## src/rtl/mlp_pkg.sv

```systemverilog
// Shared types and helpers for the time-multiplexed MLP classifier (mlp_seq).
package mlp_pkg;

    // Sequencer states
    typedef enum logic [1:0] {
        ST_IDLE,
        ST_HID,
        ST_OUT,
        ST_DONE
    } state_e;

    // Accumulator operations: keep, clear, load addend, add addend
    typedef enum logic [1:0] {
        MAC_HOLD,
        MAC_CLR,
        MAC_LOAD,
        MAC_ACC
    } mac_op_e;

    // Ceiling log2, never below 1 so counters always have at least one bit
    function automatic int unsigned clog2(input int unsigned v);
        int unsigned r;
        int unsigned p;
        r = 0;
        p = 1;
        while (p < v) begin
            p = p * 2;
            r = r + 1;
        end
        return (r == 0) ? 1 : r;
    endfunction

    // First output-layer weight address
    function automatic int unsigned w2_base(input int unsigned n_in, input int unsigned n_hid);
        return n_hid * (n_in + 1);
    endfunction

    // Output bias address
    function automatic int unsigned b2_addr(input int unsigned n_in, input int unsigned n_hid);
        return w2_base(n_in, n_hid) + n_hid;
    endfunction

endpackage

```

## src/rtl/mlp_seq_if.sv

```systemverilog
// Sample/decision handshakes and weight-write port of mlp_seq.
interface mlp_seq_if #(
    parameter int unsigned N_IN = 2,
    parameter int unsigned DW   = 10,
    parameter int unsigned WW   = 8,
    parameter int unsigned AW   = 4
) ();
    logic [N_IN*DW-1:0] x_in;
    logic               in_valid;
    logic               in_ready;
    logic               y;
    logic               out_valid;
    logic               out_ready;
    logic               wr_en;
    logic [AW-1:0]      wr_addr;
    logic [WW-1:0]      wr_data;
    logic               busy;

    modport master (
        output x_in, in_valid, out_ready, wr_en, wr_addr, wr_data,
        input  in_ready, y, out_valid, busy
    );

    modport slave (
        input  x_in, in_valid, out_ready, wr_en, wr_addr, wr_data,
        output in_ready, y, out_valid, busy
    );
endinterface

```

## src/rtl/mlp_mac.sv

```systemverilog
// Shared signed multiply-accumulate; bias mode adds the sign-extended weight unscaled.
module mlp_mac
    import mlp_pkg::*;
#(
    parameter int unsigned DW    = 10,
    parameter int unsigned WW    = 8,
    parameter int unsigned ACC_W = 24
) (
    input  logic                    clk,
    input  logic                    rst,
    input  mac_op_e                 op_i,
    input  logic                    bias_i,
    input  logic signed [DW-1:0]    a_i,
    input  logic signed [WW-1:0]    b_i,
    output logic signed [ACC_W-1:0] acc_o
);
    localparam int unsigned PW = DW + WW;

    logic signed [PW-1:0]    prod;
    logic signed [ACC_W-1:0] addend;
    logic signed [ACC_W-1:0] acc_d;
    logic signed [ACC_W-1:0] acc_q;

    assign prod   = PW'(a_i) * PW'(b_i);
    assign addend = bias_i ? {{(ACC_W-WW){b_i[WW-1]}}, b_i}
                           : {{(ACC_W-PW){prod[PW-1]}}, prod};

    // Next accumulator value
    always_comb begin
        acc_d = acc_q;
        case (op_i)
            MAC_CLR:  acc_d = '0;
            MAC_LOAD: acc_d = addend;
            MAC_ACC:  acc_d = acc_q + addend;
            default:  acc_d = acc_q;
        endcase
    end

    // Accumulator register
    always_ff @(posedge clk or posedge rst) begin
        if (rst) acc_q <= '0;
        else     acc_q <= acc_d;
    end

    assign acc_o = acc_q;
endmodule

```

## src/rtl/mlp_seq.sv

```systemverilog
// Time-multiplexed N_IN -> N_HID -> 1 MLP classifier with writable weights.
// Optional macro MLP_RELU_EN: ReLU hidden activation (DW-bit h) instead of 1-bit step.
module mlp_seq
    import mlp_pkg::*;
#(
    parameter int unsigned N_IN  = 2,
    parameter int unsigned N_HID = 2,
    parameter int unsigned DW    = 10,
    parameter int unsigned WW    = 8,
    parameter int unsigned ACC_W = 24,
    parameter int unsigned AW    = 4
) (
    input logic      clk,
    input logic      rst,
    mlp_seq_if.slave mlp_if
);
    localparam int unsigned XBITS = N_IN * DW;
    localparam int unsigned W2B   = w2_base(N_IN, N_HID);
    localparam int unsigned NW    = b2_addr(N_IN, N_HID) + 1;
    localparam int unsigned NREG  = 2 ** AW;
    localparam int unsigned KW    = clog2(N_IN + 1);
    localparam int unsigned JW    = clog2(N_HID);
    localparam int unsigned PCW   = clog2(N_HID + 3);
`ifdef MLP_RELU_EN
    localparam int unsigned HW    = DW;
`else
    localparam int unsigned HW    = 1;
`endif
    localparam int unsigned HBITS = N_HID * HW;

    state_e                  state_q;
    logic [KW-1:0]           k_q;
    logic [JW-1:0]           j_q;
    logic [PCW-1:0]          p_q;
    logic [XBITS-1:0]        x_q;
    logic [HBITS-1:0]        h_q;
    logic                    y_q;
    logic                    out_valid_q;
    logic signed [WW-1:0]    wgt_q [NREG];

    mac_op_e                 mac_op_c;
    logic                    mac_bias_c;
    logic signed [DW-1:0]    mac_a_c;
    logic signed [WW-1:0]    mac_b_c;
    logic signed [ACC_W-1:0] acc;
    logic                    acc_pos_c;
    logic [HW-1:0]           act_c;
    logic [AW-1:0]           hid_addr_c;
    logic [AW-1:0]           out_addr_c;
    logic                    wr_ok_c;

    mlp_mac #(.DW(DW), .WW(WW), .ACC_W(ACC_W)) u_mac (
        .clk    (clk),
        .rst    (rst),
        .op_i   (mac_op_c),
        .bias_i (mac_bias_c),
        .a_i    (mac_a_c),
        .b_i    (mac_b_c),
        .acc_o  (acc)
    );

    assign acc_pos_c = !acc[ACC_W-1] && (acc != '0);

    // Hidden activation of the registered accumulator
`ifdef MLP_RELU_EN
    always_comb begin
        act_c = '0;
        if (acc_pos_c)
            act_c = (acc[ACC_W-2:DW-1] != '0) ? {1'b0, {(DW-1){1'b1}}} : acc[DW-1:0];
    end
`else
    assign act_c = acc_pos_c;
`endif

    // Weight addresses: p=1..N_HID walks W2, p=N_HID+1 lands on B2
    assign hid_addr_c = AW'(32'(j_q) * (N_IN + 1) + 32'(k_q));
    assign out_addr_c = AW'(W2B + 32'(p_q) - 1);
    assign wr_ok_c    = mlp_if.wr_en && (state_q == ST_IDLE) && !out_valid_q
                        && (32'(mlp_if.wr_addr) < NW);

    // MAC operand and operation selection
    always_comb begin
        mac_op_c   = MAC_HOLD;
        mac_bias_c = 1'b0;
        mac_a_c    = x_q[DW-1:0];
        mac_b_c    = wgt_q[hid_addr_c];
        case (state_q)
            ST_HID: begin
                mac_bias_c = (k_q == KW'(N_IN));
                mac_op_c   = (k_q == '0) ? MAC_LOAD : MAC_ACC;
            end
            ST_OUT: begin
                mac_b_c = wgt_q[out_addr_c];
                if (p_q == '0) begin
                    mac_op_c = MAC_CLR;
                end else if (32'(p_q) <= N_HID) begin
                    mac_op_c = MAC_ACC;
`ifdef MLP_RELU_EN
                    mac_a_c = h_q[HW-1:0];
`else
                    mac_bias_c = 1'b1;
                    if (!h_q[0]) mac_b_c = '0;
`endif
                end else if (32'(p_q) == N_HID + 1) begin
                    mac_op_c   = MAC_ACC;
                    mac_bias_c = 1'b1;
                end
            end
            default: ;
        endcase
    end

    // Sequencer, sample/hidden registers, weight file and registered outputs.
    // Activation reads the registered accumulator one step after the bias add,
    // overlapping with the next neuron's first product.
    always_ff @(posedge clk or posedge rst) begin
        if (rst) begin
            state_q     <= ST_IDLE;
            k_q         <= '0;
            j_q         <= '0;
            p_q         <= '0;
            x_q         <= '0;
            h_q         <= '0;
            y_q         <= 1'b0;
            out_valid_q <= 1'b0;
            for (int n = 0; n < int'(NREG); n++) wgt_q[n] <= '0;
        end else begin
            if (wr_ok_c) wgt_q[mlp_if.wr_addr] <= mlp_if.wr_data;
            case (state_q)
                ST_IDLE: begin
                    if (mlp_if.in_valid) begin
                        x_q     <= mlp_if.x_in;
                        k_q     <= '0;
                        j_q     <= '0;
                        state_q <= ST_HID;
                    end
                end
                ST_HID: begin
                    if (k_q == KW'(N_IN)) begin
                        k_q <= '0;
                        if (j_q == JW'(N_HID - 1)) begin
                            j_q     <= '0;
                            p_q     <= '0;
                            state_q <= ST_OUT;
                        end else begin
                            j_q <= j_q + JW'(1);
                        end
                    end else begin
                        k_q <= k_q + KW'(1);
                        x_q <= XBITS'({x_q, x_q} >> DW);
                        if (k_q == '0 && j_q != '0) h_q <= HBITS'({act_c, h_q} >> HW);
                    end
                end
                ST_OUT: begin
                    p_q <= p_q + PCW'(1);
                    if (p_q == '0) begin
                        h_q <= HBITS'({act_c, h_q} >> HW);
                    end else if (32'(p_q) <= N_HID) begin
                        h_q <= HBITS'({h_q, h_q} >> HW);
                    end else if (32'(p_q) == N_HID + 2) begin
                        y_q         <= acc_pos_c;
                        out_valid_q <= 1'b1;
                        state_q     <= ST_DONE;
                    end
                end
                ST_DONE: begin
                    if (mlp_if.out_ready) begin
                        out_valid_q <= 1'b0;
                        state_q     <= ST_IDLE;
                    end
                end
                default: state_q <= ST_IDLE;
            endcase
        end
    end

    assign mlp_if.y         = y_q;
    assign mlp_if.out_valid = out_valid_q;
    assign mlp_if.in_ready  = !rst && (state_q == ST_IDLE) && !out_valid_q;
    assign mlp_if.busy      = (state_q != ST_IDLE);
endmodule

```

## src/flat_wrapper.sv

```systemverilog
// flat-port wrapper written by rule: the top's interface ports become plain ports
module mlp_seq_flat import mlp_pkg::*;
#(
    parameter int unsigned N_IN  = 2,
    parameter int unsigned N_HID = 2,
    parameter int unsigned DW    = 10,
    parameter int unsigned WW    = 8,
    parameter int unsigned ACC_W = 24,
    parameter int unsigned AW    = 4
)
  (clk, rst, mlp_if_x_in, mlp_if_in_valid, mlp_if_out_ready, mlp_if_wr_en, mlp_if_wr_addr, mlp_if_wr_data, mlp_if_in_ready, mlp_if_y, mlp_if_out_valid, mlp_if_busy);
  mlp_seq_if #(.N_IN(N_IN), .DW(DW), .WW(WW), .AW(AW)) mlp_if_i ();
  input logic clk;
  input logic rst;
  input wire logic [$bits(mlp_if_i.x_in)-1:0] mlp_if_x_in;
  input wire logic [$bits(mlp_if_i.in_valid)-1:0] mlp_if_in_valid;
  input wire logic [$bits(mlp_if_i.out_ready)-1:0] mlp_if_out_ready;
  input wire logic [$bits(mlp_if_i.wr_en)-1:0] mlp_if_wr_en;
  input wire logic [$bits(mlp_if_i.wr_addr)-1:0] mlp_if_wr_addr;
  input wire logic [$bits(mlp_if_i.wr_data)-1:0] mlp_if_wr_data;
  output wire logic [$bits(mlp_if_i.in_ready)-1:0] mlp_if_in_ready;
  output wire logic [$bits(mlp_if_i.y)-1:0] mlp_if_y;
  output wire logic [$bits(mlp_if_i.out_valid)-1:0] mlp_if_out_valid;
  output wire logic [$bits(mlp_if_i.busy)-1:0] mlp_if_busy;
  assign mlp_if_i.x_in = mlp_if_x_in;
  assign mlp_if_i.in_valid = mlp_if_in_valid;
  assign mlp_if_i.out_ready = mlp_if_out_ready;
  assign mlp_if_i.wr_en = mlp_if_wr_en;
  assign mlp_if_i.wr_addr = mlp_if_wr_addr;
  assign mlp_if_i.wr_data = mlp_if_wr_data;
  assign mlp_if_in_ready = mlp_if_i.in_ready;
  assign mlp_if_y = mlp_if_i.y;
  assign mlp_if_out_valid = mlp_if_i.out_valid;
  assign mlp_if_busy = mlp_if_i.busy;
  mlp_seq #(.N_IN(N_IN), .N_HID(N_HID), .DW(DW), .WW(WW), .ACC_W(ACC_W), .AW(AW)) u_core (.clk(clk), .rst(rst), .mlp_if(mlp_if_i));
endmodule
```

## config.mk

```make
export PLATFORM = sky130hd
export DESIGN_NAME = mlp_seq_flat
export DESIGN_NICKNAME = d
export VERILOG_FILES = /design/src/rtl/mlp_pkg.sv /design/src/rtl/mlp_seq_if.sv /design/src/rtl/mlp_mac.sv /design/src/rtl/mlp_seq.sv /design/src/flat_wrapper.sv
export SDC_FILE = /design/constraint.sdc
export NUM_CORES = 1
export LEC_CHECK = 0
export CAP_MARGIN = 30
export CORE_MARGIN = 5
export CORE_UTILIZATION = 40
export CTS_BUF_LIST = sky130_fd_sc_hd__clkbuf_2 sky130_fd_sc_hd__clkbuf_4 sky130_fd_sc_hd__clkbuf_8
export CTS_CLUSTER_SIZE = 30
export DETAILED_ROUTE_END_ITERATION = 10
export PLACE_DENSITY = 0.55
export SETUP_SLACK_MARGIN = 0.2
export SLEW_MARGIN = 0
export SYNTH_ARGS = -nofsm -noshare
export SYNTH_HDL_FRONTEND = slang
export SYNTH_SLANG_ARGS = --single-unit
```

## constraint.sdc

```tcl
create_clock -name clk -period 11.2 [get_ports clk]
set_input_delay 1.12 -clock clk [delete_from_list [all_inputs] [get_ports clk]]
set_output_delay 1.12 -clock clk [all_outputs]
set_load 0.02 [all_outputs]
```

Word level (Yosys, flattened, before mapping)
Cells that the tools add are included.
{ "op_classes": {"mux": 55, "multipliers": 2, "n_eq_ne": 19, "add_sub_neg": 7, "n_reduce_logical": 28, "bitwise_logic": 5, "magnitude_cmp": 6} }
{ "ops": {"columns": ["operator", "count"], "rows": [
  ["128-bit bitwise mux", 1],
  ["8-bit 2-to-1 mux", 9],
  ["24-bit case mux with 3 select lines", 1],
  ["8-bit binary-select mux with 4-bit select", 2],
  ["20-bit 2-to-1 mux", 2],
  ["20-bit case mux with 2 select lines", 1],
  ["8-bit demux with 4-bit select", 1],
  ["2-bit 2-to-1 mux", 16],
  ["24-bit adder", 1],
  ["24-bit 2-to-1 mux", 1],
  ["24-bit nonzero test", 1],
  ["10-bit by 8-bit multiplier with 18-bit output", 1],
  ["5-bit greater-or-equal comparator (second input constant)", 3],
  ["4-bit NOT with 5-bit output", 3],
  ["2-bit case mux with 2 select lines", 3],
  ["1-bit 2-to-1 mux", 11],
  ["2-bit equality test (second input constant)", 5],
  ["2-bit inequality test (second input constant)", 5],
  ["3-bit AND reduction", 3],
  ["1-bit logical AND", 8],
  ["2-bit by 1-bit inequality test with 1-bit output (second input constant)", 4],
  ["2-bit case mux with 4 select lines", 1],
  ["4-bit AND reduction", 2],
  ["2-bit nonzero test", 4],
  ["25 further kinds", 33]
]} }
{ "word_totals": {"inputBits": 37, "reg_bits": 184, "wordCells": 147, "out_inout_bits": 4} }

Depth between registers and ports, before layout
Gate-level depths: netlist of run 1.
{ "depth": {"ltp_word": 14, "mapped_depth": 42} }

Hierarchy
A second synthesis of run 1 with hierarchy kept.
{ "hier_totals": {"hier_cells": 1201, "hier_area_um2": 13025.0} }
{ "modules_own_cells": {"columns": ["mod", "n_inst", "seq_area_each_um2", "area_each_um2", "cells_per_inst"], "rows": [
  ["mlp_seq", 1, 4003.8, 7772.5, 572],
  ["mlp_mac", 1, 600.6, 5252.5, 629]
]} }

Worst setup path before layout of run 1
Ideal clock, no wire load.
{ "synth_path": {"path_kind": "reg-to-reg", "from": "reg u_core.p_q[0]", "to": "reg u_core.u_mac.acc_q[23] (netlist: u_core.u_mac.acc_o[23])", "setup_slack_ns": 2.020, "required_time_ns": 11.068, "setup_ns": 0.132, "stages_incl_launch_ff": 37, "arrival_ns": 9.048, "path_cell_list": "dfrtp_1 > buf_6 > buf_4 > buf_2 > inv_1 > ha_1 > buf_4 > buf_6 > buf_1 > mux4_2 > mux4_2 > a21oi_1 > clkbuf_1 > nor2b_1 > fa_1 > fa_1 > fa_1 > inv_1 > fa_1 > inv_1 > ha_1 > a211o_1 > o21bai_1 > a21oi_1 > o21bai_1 > a2111oi_0 > o31ai_1 > or2_2 > ha_1 > a21oi_1 > nand2_1 > a21o_1 > o2111ai_1 > a31oi_1 > and4_1 > a2111oi_2 > nand3_1"} }
{ "synth_via": {"elab_chain_len": 14, "elab_cells_between_ends": 29, "classes_between": "add/sub (3); mul (1); order compare (1); eq/ne (4); mux (17); bitwise (1); reduce/logical (2)"} }
{ "synth_rtl": {"columns": ["element", "line", "source"], "rows": [
  ["from (decl)", "mlp_seq.sv:34", "logic [PCW-1:0] p_q;"],
  ["from (signal assigned)", "mlp_seq.sv:155", "p_q <= p_q + PCW'(1);"],
  ["3-bit by 3-bit adder with 4-bit output", "mlp_seq.sv:77", "assign out_addr_c = AW'(W2B + 32'(p_q) - 1);"],
  ["4-bit by 1-bit subtractor with 4-bit output", "mlp_seq.sv:77", null],
  ["4-bit NOT with 5-bit output (implied by the code)", "mlp_seq.sv:93", "mac_b_c = wgt_q[out_addr_c];"],
  ["8-bit binary-select mux with 4-bit select", "mlp_seq.sv:93", null],
  ["8-bit 2-to-1 mux (implied by the code) (2 in series)", "mlp_seq.sv:93", null],
  ["8-bit 2-to-1 mux", "mlp_seq.sv:102", "if (!h_q[0]) mac_b_c = '0;"],
  ["8-bit 2-to-1 mux", "mlp_seq.sv:96", "end else if (32'(p_q) <= N_HID) begin"],
  ["8-bit 2-to-1 mux", "mlp_seq.sv:94", "if (p_q == '0) begin"],
  ["8-bit 2-to-1 mux", "mlp_seq.sv:87", "case (state_q)"],
  ["10-bit by 8-bit multiplier with 18-bit output", "mlp_mac.sv:24", "assign prod = PW'(a_i) * PW'(b_i);"],
  ["24-bit 2-to-1 mux", "mlp_mac.sv:25", "assign addend = bias_i ? {{(ACC_W-WW){b_i[WW-1]}}, b_i}"],
  ["24-bit adder", "mlp_mac.sv:34", "MAC_ACC: acc_d = acc_q + addend;"],
  ["24-bit case mux with 3 select lines", "mlp_mac.sv:31", "case (op_i)"],
  ["to (signal assigned)", "mlp_mac.sv:41", "if (rst) acc_q <= '0;"],
  ["to (signal assigned)", "mlp_mac.sv:42", "else acc_q <= acc_d;"],
  ["to (decl)", "mlp_mac.sv:22", "logic signed [ACC_W-1:0] acc_q;"]
]} }
Several ways; a longest one is shown, not always the timed one. The select of a mux whose other input is x is not followed.
A chain may end at the register's enable or synchronous reset.

Final worst setup path of run 1
{ "layout_path": {"from": "reg u_core.p_q[1]", "to": "reg u_core.u_mac.acc_q[23] (netlist: u_core.u_mac.acc_o[23])"} }
The elaborated chain is that of the path after synthesis.

==> flow_metrics.env, run 1 <==
export IMPL_fin_crit_sh_pct=88.5
export IMPL_cts_max_path_buffers=2
export IMPL_fin_skew_ns=0.0255
export IMPL_die_h_um=190
export IMPL_grt_pass1_vias=8758
export IMPL_rsz0062_at_grt="no"
export IMPL_cp_top_family="adder cells"
export IMPL_async_flop_share_pct=100
export IMPL_clock_latency_ns=0.49
export IMPL_synth_most_common_cell="dfrtp_1"
export IMPL_slew_headroom_pct=35.1
export IMPL_wl_per_cell_um=18.0
export IMPL_finalSetupTns_ns=0
export IMPL_grt_start_max_net_pins=99
export IMPL_worst_setup_path_start_kind="register"
export IMPL_rows=65
export IMPL_yosys_area_top_type_share_pct=35.6
export IMPL_path_common_cell="fa_1"
export IMPL_critPathArrivalTime_ns=10.26
export IMPL_dp_final_hpwl_um=21000
export IMPL_cp_end_kind="register"
export IMPL_setup_violations=0
export IMPL_max_slew_worst_pin_slew_ns=0.973
export IMPL_cp_max_fo=14
export IMPL_slowest_delay_ns=0.79
export IMPL_synth_warnings=0
export IMPL_cts_resized=0
export IMPL_finalWirelength_um=28300
export IMPL_syn_to_final_growth_pct=8.26
export IMPL_drv_slew=0
export IMPL_globalplace_congestion=0.798
export IMPL_crit_buf_inv=4
export IMPL_cts_sinks=184
export IMPL_clk_pin_slew_ns=0.12
export IMPL_antenna_cells=0
export IMPL_root_buffer="clkbuf_8"
export IMPL_min_period_ns=9.91
export IMPL_synth_area_top_cells="dfrtp_1 (36%), fa_1 (11%), mux4_2 (9.8%), mux2_2 (6.5%), ha_1 (6.3%)"
export IMPL_die_w_um=190
export IMPL_synth_ff_type="dfrtp_1"
export IMPL_core_um2=31700
export IMPL_first_pass_iters=5
export IMPL_ys_top_cells_by_count="dfrtp_1 (184), inv_1 (126), clkbuf_1 (91)"
export IMPL_yosysTopAreaCell="dfrtp_1"
export IMPL_htreeDepth=4
export IMPL_via_count=8331
export IMPL_final_antenna_net_count=0
export IMPL_cts_tree="done"
export IMPL_drive_gt1_share_pct=16.8
export IMPL_hold_viol=0
export IMPL_synth_edf_count=0
export IMPL_crit_type="register to register"
export IMPL_ios=41
export IMPL_antenna_found_initial=0
export IMPL_overflow=0
export IMPL_syn_area_per_cell_um2=10.9
export IMPL_drv_cap=0
export IMPL_drc=0
export IMPL_fmax_mhz=101
export IMPL_vias_per_cell=5.30
export IMPL_grt_pass1_wl_um=48000
export IMPL_syn_area_um2=12900
export IMPL_grt_usage_pct=16.6
export IMPL_yosysSeqAreaShare_pct=35.6
export IMPL_postCtsSetupBuffers=0
export IMPL_synth_cell_types=64
export IMPL_start_util_pct=40.8
export IMPL_ys_ff_latch=184
export IMPL_status="complete, no violations"
export IMPL_drtIter0Drc=516
export IMPL_numCtsBuffers=17
export IMPL_nets=1329
export IMPL_critPathRequiredTime_ns=11.55
export IMPL_hp_class="register to register"
export IMPL_netlist_instances=1190
export IMPL_io_buffers=40
export IMPL_die_area_um2=36000
export IMPL_slowest_stage="ha_1"
export IMPL_ctsHoldBuffers=0
export IMPL_syn_num_nets=1362
==> worst reg2reg max path: cells and delay by family (launching register included) <==
family                     cells  cell delay, ns
AOI/OAI and AO/OA             12            3.41
adders and majority gates      7            3.57
buffers and inverters          4            0.49
DFF                            1            0.45
muxes                          2            0.95
and+or+nand+nor                5            0.90
==> path summary, 6_finish.rpt <==
kind	start	endpoint	slack, ns	cells past startpoint
min in group asynchronous	rst	u_core.mlp_if.out_valid	1.15	2
worst min-delay path	u_core.wgt_q[21]	u_core.wgt_q[21]	0.38	0
worst max-delay path	u_core.p_q[1]	u_core.u_mac.acc_o[23]	1.29	30
max in group asynchronous	rst	u_core.wgt_q[54]	8.75	4
worst max register to register	u_core.p_q[1]	u_core.u_mac.acc_o[23]	1.29	30
worst min register to register	u_core.wgt_q[21]	u_core.wgt_q[21]	0.38	0
==> area by class of cell <==
cell class              count  area [µm²]
repair buffers             56         581
clock buffers              19         255
inverters                 127         484
clock inverters            13         154
flip-flops and latches    184        4610
fillers                  3025       17700
well taps                 402         503
multi-input cells         771        7420
==> placed cells by master (no fill, tap or decap), drive strengths merged, types with 8 or more instances in the layout <==
| master | Yosys | final |
|---|---|---|
| xor2 | 8 | 8 |
| buf | 17 | 16 |
| fa | 70 | 70 |
| o21a | 8 | 8 |
| clkbuf | 91 | 19 |
| ha | 65 | 65 |
| dfrtp | 184 | 184 |
| nand2b | 20 | 20 |
| a21o | 16 | 16 |
| xnor2 | 22 | 22 |
| clkdlybuf4s50 | 0 | 40 |
| nor2b | 57 | 57 |
| mux2i | 41 | 41 |
| nor2 | 47 | 47 |
| o21ai | 72 | 72 |
| a21oi | 37 | 37 |
| nand3 | 12 | 12 |
| mux4 | 56 | 56 |
| inv | 127 | 134 |
| nand2 | 72 | 72 |
| mux2 | 75 | 75 |
| nor3 | 13 | 13 |
==> routing by layer <==
| metal | routed length [µm] | vias to the layer above | global-route usage (%) |
|---|---|---|---|
| li1 | - | 3979 | - |
| met1 | 13800 | 4236 | 23.9 |
| met2 | 13600 | 100 | 27.2 |
| met3 | 605 | 16 | 2.48 |
| met4 | 294 | 0 | 3.17 |
| met5 | 0 | - | 0 |
==> stage by stage <==
stage	instances	utilization, %	hold slack, ns	area, µm²	setup slack, ns
2_1_floorplan	1190	-	0.424	12900	2.02
3_3_place_gp	1534	42.5	0.360	13500	1.37
3_5_place_dp	1539	42.8	0.363	13600	1.30
4_1_cts	1571	44.1	0.385	14000	1.26
5_1_grt	1572	44.1	0.393	14000	0.488
6_report	1572	44.1	0.381	14000	1.29
==> state kept, by name, indices dropped and copies added (netlist names) <==
name	cells
u_core.wgt_q	128
u_core.u_mac.acc_o	24
u_core.x_q	20
u_core.p_q	3
u_core.h_q	2
u_core.k_q	2
u_core.state_q	2
u_core.j_q	1
u_core.mlp_if.out_valid	1
u_core.mlp_if.y	1
==> cells by family (layout without fill, tap and decap cells) <==
family	after synthesis	count (layout)	synth area share [%]
buf+inv	235	215	7.09
flops	184	184	35.6
simple gates	251	251	9.90
mux	172	172	19.5
fa+ha+maj	135	135	17.1
compound gates	183	183	8.79
xor+xnor	30	30	2.03
Power of run 1 is not shown: default switching activity piles up to over one toggle a cycle in this logic, so the estimate is an artifact.
==> run 2: changes to the inputs <==
--- a/config.mk
+++ b/config.mk
@@ -16,4 +16,5 @@
 export SLEW_MARGIN = 0
 export SYNTH_ARGS = -nofsm -noshare
 export SYNTH_HDL_FRONTEND = slang
+export SYNTH_HIERARCHICAL = 1
 export SYNTH_SLANG_ARGS = --single-unit
==> flow_metrics.env, run 2 <==
export IMPL_status="complete, no violations"
export IMPL_overflow=0
export IMPL_yosysSeqAreaShare_pct=35.4
export IMPL_via_count=8381
export IMPL_largest_register_ffs=128
export IMPL_dp_final_hpwl_um=22200
export IMPL_root_buffer="clkbuf_8"
export IMPL_grt_usage_pct=16.9
export IMPL_grt_use_met2_pct=27.1
export IMPL_synth_cell_types=67
export IMPL_critPathRequiredTime_ns=11.56
export IMPL_p_per_area_nw_per_um2=274
export IMPL_final_antenna_net_count=0
export IMPL_ctsHoldBuffers=0
export IMPL_fin_skew_ns=0.0331
export IMPL_netlist_instances=1201
export IMPL_switching_power_w=0.00185
export IMPL_internal_power_w=0.00203
export IMPL_slowest_stage="fa_1"
export IMPL_pwr_share_comb_pct=63.2
export IMPL_final_common_cell="dfrtp_1"
export IMPL_regMostFlops="u_core/wgt_q"
export IMPL_cp_max_fo=36
export IMPL_drv_cap=0
export IMPL_drtIter0Drc=555
export IMPL_syn_num_nets=1373
export IMPL_ys_ff_latch=184
export IMPL_slowest_delay_ns=0.62
export IMPL_rsz0062_at_grt="no"
export IMPL_grt_pass1_wl_um=48900
export IMPL_synth_edf_count=0
export IMPL_globalplace_congestion=0.819
export IMPL_vias_per_cell=5.14
export IMPL_start_util_pct=40.2
export IMPL_cp_top_family="adder cells"
export IMPL_cts_sinks=184
export IMPL_busiest_layer="met2"
export IMPL_cts_max_path_buffers=2
export IMPL_async_flop_share_pct=100
export IMPL_crit_buf_inv=8
export IMPL_synth_most_common_cell="dfrtp_1"
export IMPL_ys_top_cells_by_count="dfrtp_1 (184), inv_1 (133), mux2_2 (95)"
export IMPL_use_met1_pct=24.3
export IMPL_leakage_nw=6.77
export IMPL_path_common_cell="inv_1"
export IMPL_drv_slew=0
export IMPL_finalSetupTns_ns=0
export IMPL_synth_ff_type="dfrtp_1"
export IMPL_wl_per_cell_um=18.1
export IMPL_min_period_ns=8.97
export IMPL_synthMuxAreaShare_pct=19.5
export IMPL_antenna_cells=0
export IMPL_whs_ns=0.377
export IMPL_hold_viol=0
export IMPL_yosys_area_top_type_share_pct=35.4
export IMPL_drive_gt1_share_pct=16.6
export IMPL_ios=41
export IMPL_postCtsSetupBuffers=0
export IMPL_worst_setup_path_start_kind="register"
export IMPL_met3_usage_pct=2.42
export IMPL_nets=1346
export IMPL_clock_latency_ns=0.48
export IMPL_cp_end_kind="register"
export IMPL_critPathArrivalTime_ns=9.33
export IMPL_die_w_um=190
export IMPL_clk_pin_slew_ns=0.11
export IMPL_syn_area_per_cell_um2=10.8
export IMPL_core_um2=32400
export IMPL_synth_compound_area_share_pct=8.70
export IMPL_power_frac_clock_pct=12.0
export IMPL_ir_worst_vdd_v=0.000110
export IMPL_synthXorXnorAreaFrac_pct=2.42
export IMPL_rows=66
export IMPL_hp_class="register to register"
export IMPL_mostFrequentLayoutCells="dfrtp_1 (183), inv_1 (132), mux2_2 (95)"
export IMPL_io_buffers=40
export IMPL_synth_fa_ha_area_share_pct=16.9
export IMPL_synthSimpleGateAreaFrac_pct=9.93
export IMPL_max_slew_worst_pin_slew_ns=0.912
export IMPL_die_h_um=190
export IMPL_synth_top_family_by_area="multiplexers"
export IMPL_drc=0
export IMPL_slew_headroom_pct=39.2
export IMPL_numCtsBuffers=17
export IMPL_fin_crit_sh_pct=80.1
export IMPL_crit_type="register to register"
export IMPL_synth_area_top_cells="dfrtp_1 (35%), fa_1 (11%), mux2_2 (8.2%), mux4_2 (7.3%), ha_1 (6.3%)"
export IMPL_syn_to_final_growth_pct=8.72
export IMPL_die_area_um2=36300
export IMPL_cts_resized=0
export IMPL_seq_power_share_pct=24.8
export IMPL_setup_violations=0
export IMPL_antenna_found_initial=0
export IMPL_fmax_mhz=112
export IMPL_first_pass_iters=5
export IMPL_grt_start_max_net_pins=62
export IMPL_htreeDepth=4
export IMPL_sw_frac_of_total_pct=47.7
export IMPL_finalWirelength_um=29500
export IMPL_syn_area_um2=13000
export IMPL_yosysTopAreaCell="dfrtp_1"
export IMPL_synth_warnings=6
export IMPL_grt_pass1_vias=8938
export IMPL_cts_tree="done"
run 2: cell count changes after synthesis, sizes merged, moves of 6 or more:
cell / delta
mux2i: -6
a31oi: +11
a221o: +10
mux2: +22
inv: +6
and2: +52
mux4: -8
xor2: +9
nor2b: -48
nand2b: -16
nand2: +17
run 2: power groups by stage:
stage | combinational, W | sequential, W | clock (W)
after floorplan | 0.00192 | 0.000910 | 0
after global placement | 0.00241 | 0.000967 | 0
after detailed placement | 0.00246 | 0.000974 | 0
after CTS | 0.00247 | 0.000960 | 0.000483
after global routing | 0.00278 | 0.000985 | 0.000510
final | 0.00246 | 0.000962 | 0.000466
run 2: routing by layer:
layer | vias to the layer above | wire, µm
met5 | - | 0
met4 | 0 | 554
met1 | 4203 | 14400
li1 | 4033 | -
met2 | 116 | 13900
met3 | 29 | 709
run 2: final timing paths:
kind | from | endpoint | slack (ns) | depth (start not counted)
min in group asynchronous | rst | u_core/u_mac/acc_o[15] | 1.10 | 2
max in group asynchronous | rst | u_core/wgt_q[58] | 8.99 | 3
worst max-delay path | u_core/p_q[0] | u_core/u_mac/acc_o[21] | 2.23 | 32
worst min register to register | u_core/wgt_q[46] | u_core/wgt_q[46] | 0.38 | 0
worst max register to register | u_core/p_q[0] | u_core/u_mac/acc_o[21] | 2.23 | 32
worst min-delay path | u_core/wgt_q[46] | u_core/wgt_q[46] | 0.38 | 0
run 2: kinds of logic (layout without fill, tap and decap cells):
logic type,after synthesis,after routing
compound gates,179,179
xor+xnor,36,36
fa+ha+maj,135,135
buf+inv,235,221
flops,184,184
mux,180,180
simple gates,252,252
run 2: final cells by class:
class                           instances  area [µm²]
Fill cell                            3097       18200
Multi-Input combinational cell        782        7500
Timing Repair Buffer                   55         576
Clock buffer                           18         241
Tap cell                              442         553
Clock inverter                         14         179
Sequential cell                       184        4610
Inverter                              134         508
run 2: per-stage QoR:
step	setup slack, ns	cell area [µm²]	instances	power, W	utilization, %
floorplan	3.06	13000	1201	0.00283	-
global placement	1.94	13600	1591	0.00338	42.1
detailed placement	2.24	13700	1596	0.00343	42.4
CTS	2.21	14100	1628	0.00391	43.7
global route	1.59	14200	1629	0.00427	43.7
finish	2.23	14200	1629	0.00388	43.7
run 2: worst reg2reg max path, delay by kind of cell (launching register included):
kind                       cells  cell delay (ns)
DFF                            1             0.36
buffers and inverters          8             1.38
AOI/OAI and AO/OA              7             1.89
adders and majority gates      7             3.23
xor gates and xnor gates       2             0.29
and+or+nand+nor                8             1.69
No activity file was read; power rests on OpenSTA's default activity.
